--- src/rtl/ras_pkg.sv ---
// Shared fetch-predictor types: RAS geometry, PC38 targets and checkpoint widths.
package ras_pkg;

  localparam int RAS_ENTRIES     = 16;
  localparam int LOG_RAS_ENTRIES = $clog2(RAS_ENTRIES);
  localparam int PC_WIDTH        = 38;

  typedef logic [PC_WIDTH-1:0]        PC38_t;
  typedef logic [LOG_RAS_ENTRIES-1:0] RAS_idx_t;
  typedef logic [LOG_RAS_ENTRIES:0]   RAS_count_t;

  localparam PC38_t      INIT_PC38     = '0;
  localparam RAS_count_t RAS_COUNT_MAX = RAS_count_t'(RAS_ENTRIES);

endpackage

--- src/rtl/ras.sv ---
// Circular return address stack; ret_PC38 is combinational from the top entry.
// Restore (update) beats push/pop; no backpressure, a full stack silently overwrites its oldest entry.
module ras
  import ras_pkg::*;
(
  input  logic       CLK,
  input  logic       nRST,
  input  logic       link_valid,
  input  PC38_t      link_PC38,
  input  logic       ret_valid,
  output PC38_t      ret_PC38,
  output logic       ret_empty,
  output RAS_idx_t   ras_idx,
  output RAS_count_t ras_count,
  input  logic       update_valid,
  input  RAS_idx_t   update_ras_idx,
  input  RAS_count_t update_ras_count
);

  PC38_t      stack [RAS_ENTRIES];
  RAS_idx_t   ptr;
  RAS_count_t count;
  RAS_idx_t   ptr_inc;
  RAS_idx_t   ptr_dec;

  assign ptr_inc = ptr + 1'b1;
  assign ptr_dec = ptr - 1'b1;

  always_ff @(posedge CLK) begin
    if (!nRST) begin
      ptr   <= '0;
      count <= '0;
      for (int i = 0; i < RAS_ENTRIES; i++) stack[i] <= INIT_PC38;
    end else if (update_valid) begin
      ptr   <= update_ras_idx;
      count <= (update_ras_count > RAS_COUNT_MAX) ? RAS_COUNT_MAX : update_ras_count;
    end else if (link_valid && ret_valid) begin
      // Coroutine return: replace the top in place, depth is unchanged.
      stack[ptr] <= link_PC38;
      if (count == '0) count <= RAS_count_t'(1);
    end else if (link_valid) begin
      ptr            <= ptr_inc;
      stack[ptr_inc] <= link_PC38;
      if (count != RAS_COUNT_MAX) count <= count + 1'b1;
    end else if (ret_valid) begin
      // Underflow still moves the pointer so a later restore sees consistent history.
      ptr <= ptr_dec;
      if (count != '0) count <= count - 1'b1;
    end
  end

  assign ret_PC38  = stack[ptr];
  assign ret_empty = (count == '0);
  assign ras_idx   = ptr;
  assign ras_count = count;

endmodule

--- config.mk ---
export PLATFORM = sky130hd
export DESIGN_NAME = ras
export DESIGN_NICKNAME = d
export VERILOG_FILES = /design/src/rtl/ras_pkg.sv /design/src/rtl/ras.sv
export SDC_FILE = /design/constraint.sdc
export NUM_CORES = 1
export LEC_CHECK = 0
export CAP_MARGIN = 20
export CORE_AREA = 5 5 244 305
export CTS_CLUSTER_SIZE = 25
export DETAILED_ROUTE_END_ITERATION = 10
export DIE_AREA = 0 0 249 310
export PLACE_DENSITY_LB_ADDON = 0.05
export RECOVER_POWER = 25
export SYNTH_ARGS = -nofsm -noshare
export SYNTH_HDL_FRONTEND = slang
export SYNTH_SLANG_ARGS = --single-unit
--- constraint.sdc ---
create_clock -name CLK -period 6 [get_ports CLK]
set_input_delay 0.9 -clock CLK [delete_from_list [all_inputs] [get_ports CLK]]
set_output_delay 0.9 -clock CLK [all_outputs]
set_load 0.02 [all_outputs]
# After elaboration in Yosys (flattened, before gate mapping)
# Memories as Yosys holds them, arrays and structs flattened. A register that Yosys moved wholly into a read port is not among the register bits.
# Index checks and enable logic that the tools add are counted.
# totals
out_inout_bits	48
word_cells	52
reg_bits	9
ramBits	608
mem_count	1
# op_classes
order_cmp	1
n_eq_ne	4
mux	30
add_sub_neg	4
n_reduce_logical	10
# mem_list
memory	words	width	read_ports	rd_ports_with_merged_regs	write_ports	line	rtl
stack	16	38	1	1	16	ras.sv:20	PC38_t stack [RAS_ENTRIES];
# op_table
op	n
$mux W38	2
$reduce_or A38 Y1	2
$mux W5	8
$mux W4	8
$mux W1	12
$reduce_bool A4 Y1	2
$add A5 B1 Y5 const B	1
$gt A5 B5 Y1 const B	1
$logic_not A5 Y1	1
$ne A5 B5 Y1 const B	1
$reduce_bool A5 Y1	1
$sub A5 B1 Y5 const B	1
$add A4 B1 Y4 const B	1
$ne A4 B1 Y1 const B	1
$reduce_and A4 Y1	1
$sub A4 B1 Y4 const B	1
$ne A3 B3 Y1 const B	1
$reduce_bool A3 Y1	1
$ne A2 B2 Y1 const B	1
$reduce_and A2 Y1	1
$logic_and A1 B1 Y1	1

# Longest topological paths before layout
# logic_depth
ltp_word	8
ltp_mapped	8
depth_no_buf	6

# Worst setup path before layout
# OpenSTA, ideal clock, no wires.
# synth_timing
path_type	input -> register
from	input update_valid
to	memory stack[10][0] (netlist name) (enable)
slack_ps	2457
required_time_ps	5599
arrival_ps	3142
stages	5
setup_ps	401
path_cell_list	nand3b_1 or4_4 a311oi_1 buf_4 nand2b_1
# synth_lines
element	line	rtl
start, declared	ras.sv:15	input logic update_valid,
end, declared	ras.sv:20	

==> results by group <==
Outcome
  – Run status: complete, but fails checks
  – Failing checks: max-capacitance violations, max-slew violations

Global routing
  – Overflow after GRT: 0
  – Met2 GRT Util: 0.3443
  – First-pass GRT wire length: 110200 um
  – Vias in the first global route: 15.88k
  – Total GRT Usage: 0.1934
  – GRT met3 Usage: 0.03252
  – Largest net degree at the start of global routing: 60
  – Initial antenna violation count: 8
  – Met1 usage: 0.2532
  – Global route hottest layer: met2

Clocking
  – Max Buffers Root-to-Sink: 3
  – CTS Buf Count: 67
  – Clock sink total: 621
  – CTS root buf: clkbuf_16
  – CTS tree: built
  – Hold buffers post-CTS: 0
  – CTS clk-pin slew, worst paths: 0.06 ns
  – # H-tree levels: 3
  – # Post-CTS Setup Buffers: 0
  – Resize count post-CTS: 0
  – Clk Latency, worst-skew pair: 0.59 ns

Floorplan
  – Initial core utilization: 0.3944
  – Die Y: 310 um
  – Std-Cell Rows: 110
  – Core area: 71430 um^2
  – Ports: 100
  – Die W: 249 um
  – Area of the die: 77190 um^2

Layout
  – Layout area overhead: 13.61%
  – Fillers: 6244
  – Commonest non-fill, non-tap cell in the layout: edfxtp_1
  – Final net count: 1799
  – Final non-filler cell total: 2738
  – Most frequent cells in the layout: 608 x edfxtp_1, 499 x and2_1, 190 x mux4_2
  – Share of layout cells above drive strength 1: 0.1811

Power
  – VDD IR max: 0.1695 mV
  – Power, Total: 9844 uW
  – Pleak: 0.01110 uW
  – PD cells: 307.6 nW/um^2

STA
  – Slew HR: -0.8683
  – WHS: 0.6951 ns
  – Tcrit/Tclk final: 0.8627
  – Setup violators final: 0
  – Final Max Slew Viols: 435
  – Tightest Pin Transition: 2.802 ns
  – Post-route worst setup slack: 0.8237 ns
  – Min cycle time layout: 5.176 ns
  – RSZ-0062 raised after global routing: no
  – Setup Skew: 0.01380 ns
  – Setup_tns: 0 ns
  – Final hold vios: 0
  – Max Clk Rate: 193.2 MHz

Detailed routing
  – Via count: 14.50k
  – Post-DR vias/cell: 5.296
  – Routed wire length: 74590 um
  – DRT iter0 DRCs: 1081
  – Routed len/inst: 27.24 um
  – DR DRC count: 0
  – Pre-Repair DR Iteration Count: 5
  – ANT nets after route: 0

Synthesis
  – Syn Inst Count: 1694
  – Netlist Area Pre-Place: 28170 um^2
  – Synth Flop Type: edfxtp_1
  – Cell variety after synth: 47
  – Synth async-reset ratio: 0
  – Yosys warns: 0
  – Synthesized Nets: 1752
  – EDFF count, synth: 608
  – #FFs+latches synth: 621
  – Post-synthesis sequential area ratio: 0.6573
  – Synthesized area per cell: 16.63 um^2

Setup path
  – CP Data Required Time: 6.22 ns
  – Critical Path Source: ret_valid
  – Kind of critical path: in2reg
  – Data arrival, critical path: 5.39 ns
  – Crit start category: input pin
  – Reg2reg start: ras_idx[0]
  – Crit path capture type: flop
  – Worst-path fanout max: 40

Worst hold path
  – Hold_sp: ras_count[4]
  – Tightest Hold Check Type: reg2reg

Place
  – DP HPWL: 39490 um
  – Placed insts: 2624
  – DP Worst Slack: 1.441 ns
  – I/O Buffers: 99
  – Final Wtd Congestion: 0.7568

Job
  – Max cap viols: 11
## worst max-delay path, stage by stage
cell           delay [ns]
dlygate4sd3_1        0.84
and4bb_1             0.32
xnor2_1              0.31
nor4b_2              0.38
clkbuf_1             1.68
nand2b_4             0.93
## cells in the mapped netlist (2+ instances only)
cell,number,share of area
o41ai_1,3,0.00093
nor4_1,6,0.0013
nor4b_1,4,0.0012
xnor2_1,4,0.0012
and3b_1,2,0.00062
xor2_1,4,0.0012
and2_1,609,0.14
inv_1,5,0.00067
dfxtp_1,13,0.0092
buf_1,10,0.0013
nand3_1,4,0.00071
buf_2,24,0.0043
a32oi_1,2,0.00062
ha_1,5,0.0022
a22oi_1,2,0.00053
or3_1,4,0.00089
mux2i_1,3,0.0011
nand2b_1,19,0.0042
o2111a_1,4,0.0016
buf_4,8,0.0021
clkbuf_2,4,0.00071
clkbuf_1,102,0.014
o31ai_1,4,0.0011
nor2_1,5,0.00067
edfxtp_1,608,0.65
nand2_1,6,0.00080
a21o_1,2,0.00053
mux4_2,190,0.15
a211oi_1,2,0.00053
nand3b_1,4,0.0011
a21boi_0,3,0.00080
a21oi_1,6,0.0011
buf_6,4,0.0016
o22ai_1,2,0.00044
a311oi_1,4,0.0012
mux2_2,2,0.00080
## where the power goes
part           switching (uW)  internal (uW)
clock network            1670           2150
logic                     537            454
registers                 110           4920
## state kept, by name, summed over array words and instances (netlist names), named ones only
name       flops
ras_idx        4
ras_count      5
stack        608
## layer usage
layer / wire (um) / share of wire / vias up
li1: - / - / 6435
met1: 31770 / 0.43 / 7712
met2: 38570 / 0.52 / 280
met5: 13 / 0.00017 / -
met3: 3241 / 0.043 / 72
met4: 999 / 0.013 / 2
## kinds of logic after synthesis
family,Yosys count,share of synthesized area
AO/OA/AOI/OAI,37,0.01026
XOR/XNOR,8,0.002487
adder cells (fa/ha/maj),6,0.002931
buffers and inverters,157,0.02430
flip-flops,621,0.6573
multiplexers,195,0.1538
AND/OR/NAND/NOR,670,0.1489
## final timing paths
| path | slack [ns] | depth (start not counted) | end |
|---|---|---|---|
| worst max-delay path | 0.82 | 6 | stack[15][26] |
| worst min-delay path | 0.70 | 2 | ras_count[4] |
| worst max register to register | 1.28 | 7 | stack[15][26] |
| worst min register to register | 0.70 | 2 | ras_count[4] |
## final cells by class
type	count	area, um^2	area share
Sequential cell	621	18530	0.5790
Inverter	5	18.77	0.0005864
Multi-Input combinational cell	916	9094	0.2841
Timing Repair Buffer	130	1227	0.03835
Antenna cell	2	5.005	0.0001564
Tap cell	952	1191	0.03722
Clock inverter	23	137.6	0.004300
Clock buffer	89	1802	0.05629
## stage by stage
stage	instance area (um^2)	utilization
after floorplan	28170	-
after global placement	30200	0.4228
after detailed placement	30200	0.4228
after CTS	32140	0.4499
after global routing	32000	0.4480
final	32010	0.4481
Power figures use the tool's default switching activity.
